## src/rtl/rv32m_pkg.sv

```systemverilog
// Shared definitions for the RV32M multiply/divide unit: op codes, FSM states,
// division special-case constants and op-decoding helpers.
package rv32m_pkg;

  localparam int unsigned XLEN  = 32;
  localparam int unsigned CNT_W = 5;
  localparam int unsigned OP_W  = 3;

  localparam logic [OP_W-1:0] OP_MUL    = 3'd0;
  localparam logic [OP_W-1:0] OP_MULH   = 3'd1;
  localparam logic [OP_W-1:0] OP_MULHSU = 3'd2;
  localparam logic [OP_W-1:0] OP_MULHU  = 3'd3;
  localparam logic [OP_W-1:0] OP_DIV    = 3'd4;
  localparam logic [OP_W-1:0] OP_DIVU   = 3'd5;
  localparam logic [OP_W-1:0] OP_REM    = 3'd6;
  localparam logic [OP_W-1:0] OP_REMU   = 3'd7;

  typedef enum logic [1:0] {
    IDLE = 2'd0,
    CALC = 2'd1,
    FIX  = 2'd2,
    DONE = 2'd3
  } state_t;

  // Quotient for divide-by-zero, and the most negative value for signed overflow
  localparam logic [XLEN-1:0] ALL_ONES = 32'hFFFF_FFFF;
  localparam logic [XLEN-1:0] MIN_NEG  = 32'h8000_0000;

  function automatic logic op_is_div(input logic [OP_W-1:0] op);
    return (op >= OP_DIV);
  endfunction

  function automatic logic op_is_rem(input logic [OP_W-1:0] op);
    return (op == OP_REM) || (op == OP_REMU);
  endfunction

  function automatic logic op_a_signed(input logic [OP_W-1:0] op);
    return (op != OP_MULHU) && (op != OP_DIVU) && (op != OP_REMU);
  endfunction

  function automatic logic op_b_signed(input logic [OP_W-1:0] op);
    return (op == OP_MUL) || (op == OP_MULH) || (op == OP_DIV) || (op == OP_REM);
  endfunction

endpackage

```

## src/rtl/rv32m_muldiv.sv

```systemverilog
// Iterative RV32M multiply/divide unit: 32-step shift-add multiply and restoring
// divide on magnitudes, sign fix-up at the end, start/busy/done handshake.
module rv32m_muldiv
  import rv32m_pkg::*;
(
  input  logic            clk,
  input  logic            rst_n,
  input  logic            start,
  input  logic            kill,
  input  logic [OP_W-1:0] op,
  input  logic [XLEN-1:0] src_a,
  input  logic [XLEN-1:0] src_b,
  output logic            busy,
  output logic            done,
  output logic [XLEN-1:0] result
);

  state_t              state;
  logic [OP_W-1:0]     op_q;
  logic                neg_q;
  logic [CNT_W-1:0]    cnt;
  logic [2*XLEN-1:0]   acc;
  logic [XLEN-1:0]     opnd;

  logic                a_neg_c;
  logic                b_neg_c;
  logic [XLEN-1:0]     mag_a_c;
  logic [XLEN-1:0]     mag_b_c;
  logic                div_zero_c;
  logic                div_ovf_c;
  logic                div_op;
  logic [XLEN:0]       add_a;
  logic [XLEN:0]       add_b;
  logic [XLEN+1:0]     add_sum;
  logic [2*XLEN-1:0]   sel_c;
  logic [2*XLEN-1:0]   fixed_c;
  logic [XLEN-1:0]     res_c;

  // Accept-time decode: operand magnitudes and division special cases
  always_comb begin
    a_neg_c    = op_a_signed(op) & src_a[XLEN-1];
    b_neg_c    = op_b_signed(op) & src_b[XLEN-1];
    mag_a_c    = a_neg_c ? -src_a : src_a;
    mag_b_c    = b_neg_c ? -src_b : src_b;
    div_zero_c = op_is_div(op) && (src_b == '0);
    div_ovf_c  = op_is_div(op) && op_a_signed(op) && (src_a == MIN_NEG) && (src_b == ALL_ONES);
  end

  assign div_op = op_is_div(op_q);

  // Shared 33-bit adder: add multiplicand, or subtract divisor from the shifted remainder
  always_comb begin
    if (div_op) begin
      add_a = acc[2*XLEN-1:XLEN-1];
      add_b = ~{1'b0, opnd};
    end else begin
      add_a = {1'b0, acc[2*XLEN-1:XLEN]};
      add_b = {1'b0, opnd};
    end
    add_sum = {1'b0, add_a} + {1'b0, add_b} + (XLEN+2)'(div_op);
  end

  // Result selection and sign correction; special cases arrive here with neg_q clear
  always_comb begin
    if (div_op) begin
      sel_c = {{XLEN{1'b0}}, (op_is_rem(op_q) ? acc[2*XLEN-1:XLEN] : acc[XLEN-1:0])};
    end else begin
      sel_c = acc;
    end
    fixed_c = neg_q ? -sel_c : sel_c;
    if (div_op || (op_q == OP_MUL)) begin
      res_c = fixed_c[XLEN-1:0];
    end else begin
      res_c = fixed_c[2*XLEN-1:XLEN];
    end
  end

  always_ff @(posedge clk or negedge rst_n) begin
    if (!rst_n) begin
      state  <= IDLE;
      busy   <= 1'b0;
      done   <= 1'b0;
      result <= '0;
      cnt    <= '0;
      op_q   <= OP_MUL;
      neg_q  <= 1'b0;
      acc    <= '0;
      opnd   <= '0;
    end else begin
      done <= 1'b0;
      if (kill && (state != IDLE)) begin
        state <= IDLE;
        busy  <= 1'b0;
        cnt   <= '0;
      end else begin
        unique case (state)
          IDLE: begin
            if (start && !kill) begin
              op_q <= op;
              busy <= 1'b1;
              cnt  <= '0;
              opnd <= mag_b_c;
              if (div_zero_c || div_ovf_c) begin
                // Preload the answer where FIX will pick it up: remainder high, quotient low
                state <= FIX;
                neg_q <= 1'b0;
                acc   <= div_zero_c ? {src_a, ALL_ONES} : {{XLEN{1'b0}}, MIN_NEG};
              end else begin
                state <= CALC;
                neg_q <= op_is_rem(op) ? a_neg_c : (a_neg_c ^ b_neg_c);
                acc   <= {{XLEN{1'b0}}, mag_a_c};
              end
            end
          end
          CALC: begin
            cnt <= cnt + CNT_W'(1);
            if (div_op) begin
              if (add_sum[XLEN+1]) begin
                acc <= {add_sum[XLEN-1:0], acc[XLEN-2:0], 1'b1};
              end else begin
                acc <= {acc[2*XLEN-2:0], 1'b0};
              end
            end else begin
              if (acc[0]) begin
                acc <= {add_sum[XLEN:0], acc[XLEN-1:1]};
              end else begin
                acc <= {1'b0, acc[2*XLEN-1:1]};
              end
            end
            if (cnt == '1) begin
              state <= FIX;
            end
          end
          FIX: begin
            result <= res_c;
            done   <= 1'b1;
            busy   <= 1'b0;
            state  <= DONE;
          end
          DONE: begin
            state <= IDLE;
          end
          default: begin
            state <= IDLE;
          end
        endcase
      end
    end
  end

endmodule

```

## config.mk

```make
export PLATFORM = sky130hd
export DESIGN_NAME = rv32m_muldiv
export DESIGN_NICKNAME = d
export VERILOG_FILES = /design/src/rtl/rv32m_pkg.sv /design/src/rtl/rv32m_muldiv.sv
export SDC_FILE = /design/constraint.sdc
export NUM_CORES = 1
export LEC_CHECK = 0
export CAP_MARGIN = 20
export CORE_MARGIN = 2
export CORE_UTILIZATION = 28
export CTS_BUF_LIST = sky130_fd_sc_hd__clkbuf_16
export DETAILED_ROUTE_END_ITERATION = 8
export DONT_BUFFER_PORTS = 1
export PLACE_DENSITY_LB_ADDON = 0.05
export SLEW_MARGIN = 10
export SYNTH_ARGS = -nofsm -noshare
export SYNTH_HDL_FRONTEND = slang
export SYNTH_SLANG_ARGS = --single-unit
```

## constraint.sdc

```tcl
create_clock -name clk -period 4.9 [get_ports clk]
set_clock_uncertainty 0.05 [all_clocks]
set_input_delay 0.49 -clock clk [delete_from_list [all_inputs] [get_ports clk]]
set_output_delay 0.49 -clock clk [all_outputs]
set_load 0.005 [all_outputs]
```

* Word level (Yosys, flattened, before mapping)
Cells that the tools add are included.
Cells by class: $add $sub $neg 6, order comparisons 2, equal/unequal tests 18, muxes and demuxes 30, bitwise operators 5, reduce and logical (&&, ||, !) cells 30
Operator list (number):
- 64-bit two-way mux | 8
- 32-bit two-way mux | 4
- 64-bit one-hot mux with 2 select lines | 1
- 33-bit two-way mux | 2
- 32-bit == test, second input constant | 2
- 32-bit negation | 2
- 64-bit negation | 1
- 33-bit by 33-bit adder with 34-bit output | 1
- 34-bit by 1-bit adder with 34-bit output | 1
- 32-bit inverter with 33-bit output | 1
- 32-bit logical NOT | 1
- 3-bit == test, second input constant | 5
- 3-bit inequality test, second input constant | 4
- 5-bit two-way mux | 2
- 5-bit one-hot mux with 2 select lines | 1
- 1-bit logical AND | 8
- 2-bit two-way mux | 4
- 2-bit one-hot mux with 4 select lines | 1
- 2-bit AND reduction | 4
- 1-bit logical OR | 7
- 3-bit >= comparator, second input constant | 2
- 3-bit logical NOT | 2
- 1-bit two-way mux | 6
- 3-bit AND reduction | 2
- 15 further kinds | 19
Storage, ports and cells: register bits 141, bits of input ports 71, output and inout bits 34, logic and storage cells 100

* Logic depth before layout (Yosys ltp)
depth after elaboration 11, mapped depth 21, depth with buffers taken out 12

* Worst setup path before layout
Ideal clock, no wire load.
path kind register to register, from register op_q[2], to register acc[61], setup time 0.099 ns, data arrival time 4.872 ns, data required time 4.751 ns, path slack -0.122 ns, cell stages (with the launch flop) 20, path buffers 9, period minus slack after synthesis 5.022 ns, cells stage by stage dfrtp_1 > buf_6 > buf_2 > buf_2 > buf_1 > clkbuf_1 > clkbuf_1 > buf_1 > mux2_2 > ha_1 > clkbuf_1 > a21oi_1 > o21a_1 > a2bb2oi_1 > a21boi_0 > a21o_1 > nor2_1 > clkbuf_1 > nand2_1 > a311oi_1
Between the ends: cells in the longest elaborated chain, start to end 7, elaborated cells between the ends (all ways) 9, classes of those cells add/sub: 2; order compare: 1; mux: 6
Ends and longest elaborated chain:
- start, declared | line rv32m_muldiv.sv:19 | logic [OP_W-1:0] op_q;
- start signal, assigned | line rv32m_muldiv.sv:99 | op_q <= op;
- 3-bit >= comparator (*) | line rv32m_pkg.sv:30 | return (op >= OP_DIV);
- 33-bit two-way mux | line rv32m_muldiv.sv:53 | if (div_op) begin
- 33-bit by 33-bit adder with 34-bit output | line rv32m_muldiv.sv:60 | add_sum = {1'b0, add_a} + {1'b0, add_b} + (XLEN+2)'(div_op);
- 34-bit by 1-bit adder with 34-bit output | line rv32m_muldiv.sv:60
- 64-bit two-way mux (on tied branches) | line rv32m_muldiv.sv:124, rv32m_muldiv.sv:118
- 64-bit two-way mux (*) | line rv32m_muldiv.sv:117 | if (div_op) begin
- 64-bit one-hot mux with 2 select lines (*) | line rv32m_muldiv.sv:96 | unique case (state)
- end signal, assigned | line rv32m_muldiv.sv:119 | acc <= {add_sum[XLEN-1:0], acc[XLEN-2:0], 1'b1};
- end signal, assigned | line rv32m_muldiv.sv:125 | acc <= {add_sum[XLEN:0], acc[XLEN-1:1]};
- end signal, assigned | line rv32m_muldiv.sv:127 | acc <= {1'b0, acc[2*XLEN-1:1]};
- end, declared | line rv32m_muldiv.sv:22 | logic [2*XLEN-1:0] acc;
Mark *: on every way between the ends. The rest lies on a longest branch, timed or not. A chain may end at the register's enable or synchronous reset.

* Final worst setup path
from register op_q[2], to register acc[46]
The elaborated chain is that of the path after synthesis.

==> flow_summary.json <==
{
  "status": "completed",
  "worstPathArrival_ns": 4.61,
  "synth_edf_count": 0,
  "hp-start": "kill",
  "syn_area_um2": 14100,
  "dieWidth_um": 229,
  "fin_crit_ns": 4.25,
  "async_reset_ff_share_pct": 100,
  "grt_pass1_vias": 13845,
  "numCtsBuffers": 17,
  "syn_to_final_growth_pct": 9.64,
  "drc": 0,
  "seq_area_frac_synth_pct": 25.0,
  "overflow": 0,
  "finalWorstSetupSlack_ns": 0.647,
  "endpoint_kind": "flop",
  "final_common_cell": "nand2_1",
  "slew_headroom_pct": 34.7,
  "yosys_most_used_dff": "dfrtp_1",
  "cp-start-kind": "flop",
  "io_buffers": 0,
  "layout_common_cells": "nand2_1, o21ai_0, dfrtp_1, a21oi_1, nor2_1",
  "period_share_pct": 86.8,
  "worstPathMaxFanout": 53,
  "max_freq_mhz": 235,
  "clk_latency_ns": 0.49,
  "nets": 1873,
  "cts_max_level": 4,
  "hold_violations": 0,
  "via_count": 13966,
  "wl_per_cell_um": 25.5,
  "max_slew.worst_pin.slew_ns": 0.970,
  "first_pass_iters": 5,
  "cts_tree": "built",
  "viasPerCell": 5.71,
  "antenna_found_initial": 0,
  "timing.critical_path.from": "op_q[2]",
  "synth_cell_type_count": 84,
  "global_route.usage.total_pct": 24.0,
  "syn-num-nets": 1940,
  "die_area_um2": 52300,
  "hold_path_class": "in2reg",
  "grt_max_degree": 142,
  "reg2reg_from": "op_q[2]",
  "clock-root-buffer": "clkbuf_16",
  "rsz0062_at_grt": "no",
  "synth-warning-count": 0,
  "fillers": 5480,
  "dpl.hpwl_mm": 47.7,
  "start_util_pct": 28.3,
  "die_y_um": 229,
  "synth_cells": 1828,
  "gp_congestion": 0.921,
  "antenna_left": 0,
  "std_cell_rows": 82,
  "grt_pass1_wl_mm": 94.1,
  "criticalPathCategory": "reg2reg",
  "cp.required_ns": 5.26,
  "clock_sinks": 141,
  "drv_slew": 0,
  "drive_above_1_share_pct": 9.08,
  "initialDrtViolationCount": 1176,
  "setup_viol": 0,
  "holdWs_ns": 0.0595,
  "core_area_um2": 50000,
  "ys_ff_latch": 141,
  "synth_area_per_cell_um2": 7.73,
  "finalSetupTns_ns": 0,
  "postCtsResizedCells": 0,
  "maxCapViolations": 0,
  "num_io_pins": 105,
  "clk_pin_slew_ns": 0.07,
  "totalWireLength_mm": 62.4,
  "cts_buffer_depth": 2,
  "place_ws_ns": 0.687
}
synth_stat cells, types with 39 or more instances:
cell,number,area share (%)
a31oi_1,39,1.7
nor3_1,50,1.8
inv_1,44,1.2
a21oi_1,139,4.9
xnor2_1,79,4.9
xor2_1,84,5.2
clkbuf_1,118,3.1
mux2i_1,67,4.7
o21ai_0,143,5.1
dfrtp_1,141,25
ha_1,40,3.5
nand2_1,217,5.8
nor2_1,125,3.3
sequential cells by signal, summed over array words and instances (netlist names):
signal	count
op_q	3
opnd	32
state	2
cnt	5
acc	64
busy	1
done	1
result	32
neg_q	1
area by class of cell:
| class | instances | area, um2 | area share (%) |
|---|---|---|---|
| antenna | 1 | 2.50 | 0.0162 |
| inverter | 48 | 180 | 1.16 |
| clock inverter | 15 | 196 | 1.27 |
| multi-input combinational | 1489 | 9800 | 63.2 |
| sequential | 141 | 3530 | 22.8 |
| tap | 672 | 841 | 5.43 |
| clock buffer | 17 | 425 | 2.75 |
| timing repair buffer | 64 | 515 | 3.33 |
layer usage:
layer	vias to the layer above	track usage, %	part of all wire [%]
met5	-	0	0
met4	0	12.6	4.8
met3	98	3.18	4.5
met2	451	37.6	45
met1	6768	32.3	45
li1	6649	-	-
critical path, stage by stage (launching register included):
cell,delay [ns]
dfrtp_4,0.57
buf_12,0.30
clkinv_1,0.13
a21boi_0,0.34
inv_1,0.09
ha_1,0.29
inv_1,0.04
nor3_1,0.28
a31oi_1,0.24
o311ai_2,0.70
a21oi_1,0.23
a21oi_1,0.18
buf_4,0.21
mux2_2,0.35
a21oi_1,0.14
repair_timing:
action | in CTS | in global routing
hold buffers | 2 | 0
hold endpoints to repair | 141 | 0
buffers inserted | 0 | 0
final timing paths:
path	endpoint	slack, ns	cells after the start
worst max-delay path	acc[46]	0.65	14
worst min-delay path	busy	0.06	1
worst max register to register	acc[46]	0.65	14
worst min register to register	cnt[4]	0.44	2
max in group asynchronous	neg_q	3.53	2
min in group asynchronous	acc[12]	0.59	2
cell families after synthesis:
| group | share of synthesized area (%) |
|---|---|
| xor gates and xnor gates | 10.1 |
| and+or+nand+nor | 20.0 |
| DFF | 25.0 |
| buffers and inverters | 5.86 |
| adders and majority gates | 3.68 |
| AOI/OAI and AO/OA | 28.4 |
| muxes | 6.90 |
through the flow:
stage          utilization, %  instances  area, um2
6_report                 31.0       2447      15500
5_1_grt                  31.0       2446      15500
4_1_cts                  31.0       2446      15500
3_5_place_dp             29.7       2412      14800
3_3_place_gp             29.7       2412      14800
2_1_floorplan               -       1828      14100
Power is not shown: default switching activity piles up to over one toggle a cycle in this logic, so the estimate is an artifact.
